## src/rtl/uart_hex_rx_if.sv

```systemverilog
// Serial input and parsed-output signals of the hex line receiver.
// The receiver takes the master view; whoever drives the line and consumes words takes the slave view.
interface uart_hex_rx_if;
  logic        uart_rx;
  logic [7:0]  rx_data;
  logic        rx_strobe;
  logic        frame_err;
  logic [31:0] word_data;
  logic        word_valid;

  modport master (
    input  uart_rx,
    output rx_data, rx_strobe, frame_err, word_data, word_valid
  );

  modport slave (
    output uart_rx,
    input  rx_data, rx_strobe, frame_err, word_data, word_valid
  );
endinterface

```

## src/rtl/uart_hex_rx.sv

```systemverilog
// 8N1 UART receiver feeding an ASCII hex line parser; each CR/LF-terminated
// line of 1..8 hex digits becomes a 32-bit word with a one-cycle valid strobe.
module uart_hex_rx #(
  parameter int CLK_FREQ = 25000000,
  parameter int BAUD     = 500000
) (
  input  logic          clk,
  input  logic          reset,
  uart_hex_rx_if.master bus
);
  localparam int BIT_CYCLES = CLK_FREQ / BAUD;
  localparam int HALF       = BIT_CYCLES / 2;
  localparam int CW         = $clog2(BIT_CYCLES + 1);
  localparam logic [CW-1:0] BIT_LAST  = CW'(BIT_CYCLES - 1);
  localparam logic [CW-1:0] HALF_LAST = CW'(HALF - 1);

  typedef enum logic [1:0] {IDLE, START, DATA, STOP} state_t;

  logic [1:0]    sync_reg;
  logic          rx_s;
  state_t        state_reg, state_next;
  logic [CW-1:0] cyc_reg, cyc_next;
  logic [2:0]    bit_reg, bit_next;
  logic [7:0]    shift_reg, shift_next;
  logic          armed_reg, armed_next;
  logic [7:0]    rx_data_reg, rx_data_next;
  logic          rx_strobe_reg, rx_strobe_next;
  logic          frame_err_reg, frame_err_next;

  logic [31:0]   acc_reg;
  logic [3:0]    cnt_reg;
  logic          bad_reg;
  logic [31:0]   word_data_reg;
  logic          word_valid_reg;
  logic          is_hex;
  logic          is_term;
  logic [3:0]    nibble;

  always_ff @(posedge clk) begin
    if (reset) begin
      sync_reg <= 2'b11;
    end else begin
      sync_reg <= {sync_reg[0], bus.uart_rx};
    end
  end

  assign rx_s = sync_reg[1];

  always_ff @(posedge clk) begin
    if (reset) begin
      state_reg     <= IDLE;
      cyc_reg       <= '0;
      bit_reg       <= '0;
      shift_reg     <= '0;
      armed_reg     <= 1'b0;
      rx_data_reg   <= '0;
      rx_strobe_reg <= 1'b0;
      frame_err_reg <= 1'b0;
    end else begin
      state_reg     <= state_next;
      cyc_reg       <= cyc_next;
      bit_reg       <= bit_next;
      shift_reg     <= shift_next;
      armed_reg     <= armed_next;
      rx_data_reg   <= rx_data_next;
      rx_strobe_reg <= rx_strobe_next;
      frame_err_reg <= frame_err_next;
    end
  end

  // armed_reg blocks a held-low line (framing error, reset mid-byte) from being taken as a new start.
  always_comb begin
    state_next     = state_reg;
    cyc_next       = cyc_reg + CW'(1);
    bit_next       = bit_reg;
    shift_next     = shift_reg;
    armed_next     = armed_reg;
    rx_data_next   = rx_data_reg;
    rx_strobe_next = 1'b0;
    frame_err_next = 1'b0;
    case (state_reg)
      IDLE: begin
        cyc_next = '0;
        if (rx_s) begin
          armed_next = 1'b1;
        end else if (armed_reg) begin
          state_next = START;
          bit_next   = '0;
        end
      end
      START: begin
        if (cyc_reg == HALF_LAST) begin
          cyc_next   = '0;
          state_next = rx_s ? IDLE : DATA;
        end
      end
      DATA: begin
        if (cyc_reg == BIT_LAST) begin
          cyc_next   = '0;
          shift_next = {rx_s, shift_reg[7:1]};
          bit_next   = bit_reg + 3'd1;
          if (bit_reg == 3'd7) begin
            state_next = STOP;
          end
        end
      end
      STOP: begin
        if (cyc_reg == BIT_LAST) begin
          cyc_next   = '0;
          state_next = IDLE;
          armed_next = 1'b0;
          if (rx_s) begin
            rx_data_next   = shift_reg;
            rx_strobe_next = 1'b1;
          end else begin
            frame_err_next = 1'b1;
          end
        end
      end
      default: state_next = IDLE;
    endcase
  end

  // Letters map to 10..15 by adding 9 to the low nibble of 'A'..'F' / 'a'..'f'.
  always_comb begin
    is_hex  = 1'b0;
    is_term = (rx_data_reg == 8'h0D) || (rx_data_reg == 8'h0A);
    nibble  = '0;
    if (rx_data_reg >= 8'h30 && rx_data_reg <= 8'h39) begin
      is_hex = 1'b1;
      nibble = rx_data_reg[3:0];
    end else if ((rx_data_reg >= 8'h41 && rx_data_reg <= 8'h46) ||
                 (rx_data_reg >= 8'h61 && rx_data_reg <= 8'h66)) begin
      is_hex = 1'b1;
      nibble = rx_data_reg[3:0] + 4'd9;
    end
  end

  always_ff @(posedge clk) begin
    if (reset) begin
      acc_reg        <= '0;
      cnt_reg        <= '0;
      bad_reg        <= 1'b0;
      word_data_reg  <= '0;
      word_valid_reg <= 1'b0;
    end else begin
      word_valid_reg <= 1'b0;
      if (frame_err_reg) begin
        bad_reg <= 1'b1;
      end else if (rx_strobe_reg) begin
        if (is_hex) begin
          if (cnt_reg == 4'd8) begin
            bad_reg <= 1'b1;
          end else begin
            acc_reg <= {acc_reg[27:0], nibble};
            cnt_reg <= cnt_reg + 4'd1;
          end
        end else if (is_term) begin
          if (!bad_reg && cnt_reg != 4'd0) begin
            word_data_reg  <= acc_reg;
            word_valid_reg <= 1'b1;
          end
          acc_reg <= '0;
          cnt_reg <= '0;
          bad_reg <= 1'b0;
        end else begin
          bad_reg <= 1'b1;
        end
      end
    end
  end

  assign bus.rx_data    = rx_data_reg;
  assign bus.rx_strobe  = rx_strobe_reg;
  assign bus.frame_err  = frame_err_reg;
  assign bus.word_data  = word_data_reg;
  assign bus.word_valid = word_valid_reg;
endmodule

```

## src/flat_wrapper.sv

```systemverilog
// flat-port wrapper written by rule: the top's interface ports become plain ports
module uart_hex_rx_flat 
#(
  parameter int CLK_FREQ = 25000000,
  parameter int BAUD     = 500000
)
  (clk, reset, bus_uart_rx, bus_rx_data, bus_rx_strobe, bus_frame_err, bus_word_data, bus_word_valid);
  uart_hex_rx_if bus_i ();
  input  logic clk;
  input  logic reset;
  input wire logic [$bits(bus_i.uart_rx)-1:0] bus_uart_rx;
  output wire logic [$bits(bus_i.rx_data)-1:0] bus_rx_data;
  output wire logic [$bits(bus_i.rx_strobe)-1:0] bus_rx_strobe;
  output wire logic [$bits(bus_i.frame_err)-1:0] bus_frame_err;
  output wire logic [$bits(bus_i.word_data)-1:0] bus_word_data;
  output wire logic [$bits(bus_i.word_valid)-1:0] bus_word_valid;
  assign bus_i.uart_rx = bus_uart_rx;
  assign bus_rx_data = bus_i.rx_data;
  assign bus_rx_strobe = bus_i.rx_strobe;
  assign bus_frame_err = bus_i.frame_err;
  assign bus_word_data = bus_i.word_data;
  assign bus_word_valid = bus_i.word_valid;
  uart_hex_rx #(.CLK_FREQ(CLK_FREQ), .BAUD(BAUD)) u_core (.clk(clk), .reset(reset), .bus(bus_i));
endmodule
```

## config.mk

```make
export PLATFORM = sky130hd
export DESIGN_NAME = uart_hex_rx_flat
export DESIGN_NICKNAME = d
export VERILOG_FILES = /design/src/rtl/uart_hex_rx_if.sv /design/src/rtl/uart_hex_rx.sv /design/src/flat_wrapper.sv
export SDC_FILE = /design/constraint.sdc
export NUM_CORES = 1
export LEC_CHECK = 0
export ABC_AREA = 1
export ABC_CLOCK_PERIOD_IN_PS = 2420
export BUFFER_PORTS_ARGS = -buffer_cell sky130_fd_sc_hd__buf_4
export CORE_MARGIN = 4
export CORE_UTILIZATION = 30
export DETAILED_ROUTE_END_ITERATION = 8
export PLACE_DENSITY = 0.46
export SLEW_MARGIN = 10
export SYNTH_ARGS = -nofsm -noshare
export SYNTH_HDL_FRONTEND = slang
export SYNTH_SLANG_ARGS = --single-unit
```

## constraint.sdc

```tcl
create_clock -name clk -period 2.42 [get_ports clk]
set_clock_uncertainty 0.05 [all_clocks]
set_input_delay 0.121 -clock clk [delete_from_list [all_inputs] [get_ports clk]]
set_output_delay 0.121 -clock clk [all_outputs]
set_load 0.02 [all_outputs]
```

==> reports/qor.yml, run 1 <==
leakage_nw: 2.19
h-tree-depth: 3
die_area_sq_mm: 0.0166
root_buffer: "clkbuf_16"
slew-limit-headroom_pct: 65.6
met1_usage_pct: 15.6
path_class: "flop to flop"
wl_um: 9800
multi_input_area_sq_mm: 0.00197
grt_overflow_total: 0
cellPowerDensity_mw_per_mm2: 655
cts_tree: "yes"
synth_top_family_by_area: "simple AND/OR/NAND/NOR gates"
yosysTopAreaCellShare_pct: 46.7
yosys-top-cells-area: "dfxtp_1 (47%), nor2_1 (11%), nand2_1 (7.8%), a21oi_1 (6.6%), o21ai_0 (6.3%)"
min_period_over_period_pct: 88.4
yosysTopAreaCell: "dfxtp_1"
tns_ns: 0
antenna_found_initial: 0
drtAntennaViolNets: 0
synth_area_per_cell_sq_um: 7.39
io_buffers: 45
area_delta_synth_final_pct: 18.2
ys_ff_latch: 102
synth_compound_area_share_pct: 14.2
yosysMostFrequentCell: "nor2_1"
seq_area_frac_synth_pct: 46.7
synthXorXnorAreaFrac_pct: 1.20
synth-simple-area-share_pct: 25.0
grt-busiest-layer: "met2"
final_net_count: 646
insertion_delay_ns: 0.35
synthCells: 591
crit_path_end_kind: "flop"
grtUsageMet3_pct: 4.03
grtUsageMet2_pct: 20.7
routabilityCongestion: 0.810
die_h_um: 129
vias: 3664
path_max_fanout: 17
ctsResizeCount: 0
synth_nets: 610
finalCriticalPeriod_ns: 2.14
post_drt_wl_per_cell_um: 12.1
clk_pin_slew_ns: 0.06
final_max_slew_viol_count: 0
initial_core_util_pct: 31.0
final_util_pct: 36.6
r2r_cells: 9
drt-initial-drc-count: 193
synthMuxAreaShare_pct: 0
hpwl_um: 6870
setup_viol: 0
synth_common_cells: "nor2_1 (130), dfxtp_1 (102), nand2_1 (91)"
synth_area_sq_mm: 0.00437
cts_sinks: 102
ir_drop_mv: 0.645
netlist-cell-type-count: 30
internal-power_w: 0.00260
cp.required_ns: 2.65
via_per_inst: 4.52
maxCapViolCount: 0
drive_gt1_share_pct: 12.7
drc: 0
status: "complete, no violations"
finalPower_w: 0.00339
max_freq_mhz: 467
place_inst: 795
min_delay_path_depth: 2
holdCritPathClass: "input pin to flop"
fillers: 1522
p_sw_share_pct: 23.3
core_area_sq_mm: 0.0141
crit_path_start_kind: "flop"
grt_pass1_vias: 3502
grt_max_degree: 57
synth_edf_count: 0
arrival_ns: 2.37
post_cts_buffers: 0
synthAdderAreaFrac_pct: 4.58
regArea_sq_mm: 0.00204
ys_warn_count: 0
io-pin-count: 46
cts_buffers: 9
hold_viol: 0
synthFlopType: "dfxtp_1"
n_antenna_cell: 0
hold_ws_ns: 0.0869
track_usage_pct: 12.6
synthArstFlopShare_pct: 0
p_sw_w: 0.000789
grt_pass1_wl_um: 16800
cts_buffer_depth: 2
power_frac_comb_pct: 6.9
drt_pass1_iterations: 4
power_frac_seq_pct: 50.7
fp.dieW_um: 129
p_clk_share_pct: 42.4
rows: 43
rsz0062_at_grt: "false"
final_cell_count_no_fill: 811
tightest_slew_ns: 0.511
## layout make-up
class,count,share of cell area (%)
clock inverters,4,0.921
well taps,180,4.36
flip-flops and latches,102,39.5
multi-input cells,406,38.1
clock buffers,11,4.70
repair buffers,55,8.53
inverters,53,3.85
## cells in the final DEF (no fill, tap or decap), types with 3 or more instances in the layout
cell,instances
a21oi_1,58
nand3_1,26
or2_2,3
nand2_1,91
ha_1,16
dfxtp_1,102
xor2_1,4
a21boi_0,4
nand3_2,3
clkbuf_16,9
inv_1,50
nor2_1,130
buf_4,52
o21ai_0,55
## metrics by stage
stage	area, sq um	setup WS (ns)
after detailed placement	4860	0.292
after CTS	5160	0.258
after global routing	5160	0.0866
after global placement	4860	0.324
final	5160	0.281
after floorplan	4370	0.470
## metal layers
| layer | vias up | share of wire [%] |
|---|---|---|
| met5 | - | 0 |
| met4 | 0 | 1.2 |
| met3 | 9 | 4.4 |
| met2 | 45 | 47 |
| met1 | 1652 | 47 |
| li1 | 1958 | - |
## worst paths after layout
kind,startpoint,end,slack (ns)
worst min register to register,u_core.sync_reg[0],u_core.sync_reg[1],0.36
worst min-delay path,reset,u_core.bus.rx_strobe,0.09
worst max register to register,u_core.bus.rx_data[0],u_core.acc_reg[14],0.28
worst max-delay path,u_core.bus.rx_data[0],u_core.acc_reg[14],0.28
## power by group through the flow
stage / registers (W) / logic, W / clock network (W)
final: 0.00172 / 0.000233 / 0.00144
after global routing: 0.00172 / 0.000270 / 0.00158
after CTS: 0.00172 / 0.000235 / 0.00150
after detailed placement: 0.00175 / 0.000233 / 0
after global placement: 0.00175 / 0.000235 / 0
after floorplan: 0.00175 / 0.000186 / 0
## logic make-up after synthesis
kind of cell / after synthesis
simple gates: 263
xor+xnor: 6
compound gates: 121
buf+inv: 83
flops: 102
fa+ha+maj: 16
## timing repair
action	in CTS	in global routing
setup endpoints to repair	0	0
hold buffers	1	0
hold endpoints to repair	1	0
## worst max-delay path: stages, from the launching register on
cell and delay (ns):
dfxtp_1 0.42, inv_1 0.15, ha_1 0.24, nand3b_1 0.13, nand3_4 0.21, nand2_4 0.16
nand2_1 0.11, nand2_2 0.26, nand3_1 0.16, a21oi_1 0.16
(Power assumes the default switching activity.)
==> run 2, diff against run 1 <==
Settings changed: ABC_AREA 1 to 0.
==> reports/qor.yml, run 2 <==
initial_core_util_pct: 31.2  # +0.15 points
arrival_ns: 2.28  # -0.09 ns
rsz0062_at_grt: "false"
cp.required_ns: 2.60  # -0.05 ns
r2r-start: "u_core.bus.rx_data[0]"
cts_tree: "yes"
drtAntennaViolNets: 0  # unchanged
wl_met1_um: 4940  # +7.2%
die_area_sq_mm: 0.0166  # +0.45%
vias: 3308  # -9.7%
io_buffers: 45  # unchanged
die_h_um: 129  # +0.23%
ys_warn_count: 0  # unchanged
via_per_inst: 4.76  # +5.4%
slew-limit-headroom_pct: 70.5  # +4.9 points
cts_sinks: 102  # unchanged
rows: 43  # unchanged
status: "complete, no violations"
setup_viol: 0  # unchanged
io-pin-count: 46  # unchanged
r2r_cells: 7  # -2
fp.dieW_um: 129  # +0.23%
synthCells: 464  # -21%
netlist-cell-type-count: 51  # +70%
grt_max_degree: 43  # -25%
final_cell_count_no_fill: 695  # -14%
hold_viol: 0  # unchanged
wl_um: 9430  # -3.7%
h-tree-depth: 3  # unchanged
ir_drop_mv: 0.279  # -57%
synthFlopType: "dfxtp_1"
layout_commonest_cell: "dfxtp_1"
dr_wl_met3_um: 342  # -20%
critical_path.cell_chain: "inv_1, ha_1, mux2_1, nand4_2, buf_4, a21boi_1, mux2_1"
path_max_fanout: 8  # -9
synth_common_cells: "dfxtp_1 (102), mux2i_1 (70), nor2_1 (65)"
final_net_count: 529  # -18%
yosysTopAreaCellShare_pct: 46.5  # -0.23 points
crit_path_end_kind: "flop"
drive_gt1_share_pct: 16.5  # +3.8 points
drt_pass1_iterations: 4  # unchanged
final_max_slew_viol_count: 0  # unchanged
insertion_delay_ns: 0.34  # about the same
top_layer_used: "met4"
tightest_slew_ns: 0.443  # -0.0683 ns
finalCriticalPeriod_ns: 2.10  # -0.0402 ns
root_buffer: "clkbuf_16"
grt_pass1_vias: 3283  # -6.3%
n_antenna_cell: 0  # unchanged
cts_buffers: 9  # unchanged
hold_ws_ns: 0.0639  # -0.0230 ns
synthArstFlopShare_pct: 0  # unchanged
max_stage_delay_ns: 0.40  # -0.02 ns
drt-initial-drc-count: 168  # -13%
min_period_over_period_pct: 86.7  # -1.7 points
routabilityCongestion: 0.746  # -7.8%
synth_area_sq_mm: 0.00439  # +0.49%
yosysTopAreaCell: "dfxtp_1"
regArea_sq_mm: 0.00204  # unchanged
crit_path_frequent_cell: "mux2_1"
path_class: "flop to flop"
tns_ns: 0  # unchanged
multi_input_area_sq_mm: 0.00213  # +8.3%
area_delta_synth_final_pct: 19.7
post_drt_wl_per_cell_um: 13.6  # +12%
holdCritPathClass: "input pin to flop"
synth_area_per_cell_sq_um: 9.46  # +28%
yosys-top-cells-area: "dfxtp_1 (46%), mux2i_1 (16%), nor2_1 (5.6%), nand3_1 (4.8%), ha_1 (4.6%)"
core_area_sq_mm: 0.0141  # unchanged
cpMaxStageDelayCell: "dfxtp_1"
cellPowerDensity_mw_per_mm2: 621  # -5.3%
grt_pass1_wl_um: 16000  # -5.0%
place_inst: 678  # -15%
synth_edf_count: 0  # unchanged
startpoint: "u_core.bus.rx_data[0]"
yosysMostFrequentCell: "dfxtp_1"
drc: 0  # unchanged
clk_pin_slew_ns: 0.07  # about the same
min_delay_path_depth: 2  # unchanged
synth_nets: 483  # -21%
leakage_nw: 2.25  # +2.6%
fillers: 1471  # -3.4%
seq_area_frac_synth_pct: 46.5  # -0.23 points
holdCritStartpoint: "reset"
ctsResizeCount: 0  # unchanged
track_usage_pct: 11.9  # -0.65 points
grt_overflow_total: 0  # unchanged
cts_buffer_depth: 2  # unchanged
maxCapViolCount: 0  # unchanged
crit_path_start_kind: "flop"
antenna_found_initial: 0  # unchanged
wl_met2_um: 4000  # -14%
mostFrequentLayoutCells: "dfxtp_1 (102), mux2i_1 (70), nor2_1 (65)"
finalPower_w: 0.00326  # -3.6%
hpwl_um: 6570  # -4.3%
max_freq_mhz: 476  # +1.9%
ys_ff_latch: 102  # unchanged
run 2: report_power, final:
| group | internal, W | switching (W) | total (W) |
|---|---|---|---|
| combinational | 0.0000337 | 0.0000673 | 0.000101 |
| clock | 0.000864 | 0.000608 | 0.00147 |
| sequential | 0.00169 | 0.00000537 | 0.00169 |
| total | 0.00258 | 0.000680 | 0.00326 |
run 2: through the flow:
step | area, sq um | setup slack [ns] | util, %
2_1_floorplan | 4390 | 0.237 | -
3_3_place_gp | 4940 | 0.352 | 35.1
3_5_place_dp | 4940 | 0.312 | 35.1
4_1_cts | 5260 | 0.292 | 37.3
5_1_grt | 5260 | 0.0443 | 37.3
6_report | 5260 | 0.321 | 37.3
run 2: layer usage:
layer | vias up | track usage [%]
li1 | 1687 | -
met1 | 1555 | 17.1
met2 | 53 | 17.3
met3 | 13 | 2.66
met4 | 0 | 5.00
met5 | - | 0
run 2: what timing repair did:
item	in CTS	in global routing
setup buffers	0	0
hold endpoints to repair	1	0
hold buffers	1	0
run 2: path summary, 6_finish.rpt:
kind | to | slack [ns]
setup / recovery | u_core.acc_reg[0] | 0.32
hold / removal | u_core.bus.word_data[23] | 0.06
setup reg to reg | u_core.acc_reg[0] | 0.32
hold reg to reg | u_core.sync_reg[1] | 0.40
run 2: cell families after synthesis:
kind of cell               count (synthesis)  share of synthesized area, %
muxes                                     73                          16.7
DFF                                      102                          46.5
adders and majority gates                 16                          4.56
xor gates and xnor gates                   4                         0.798
buffers and inverters                     42                          5.16
AOI/OAI and AO/OA                         46                          7.04
and+or+nand+nor                          181                          19.2
run 2: layout make-up:
cell class | instances | area share (%)
clock buffers | 14 | 5.02
clock inverters | 2 | 0.738
inverters | 14 | 1.00
multi-input cells | 320 | 40.6
flip-flops and latches | 102 | 38.9
well taps | 180 | 4.29
repair buffers | 63 | 9.52
run 2: worst max-delay path: cells and delay by family (launching register included):
kind	cells	cell delay, ns
adder cells (fa/ha/maj)	1	0.22
multiplexers	2	0.65
flip-flops	1	0.40
AO/OA/AOI/OAI	1	0.28
AND/OR/NAND/NOR	1	0.10
buffers and inverters	2	0.28
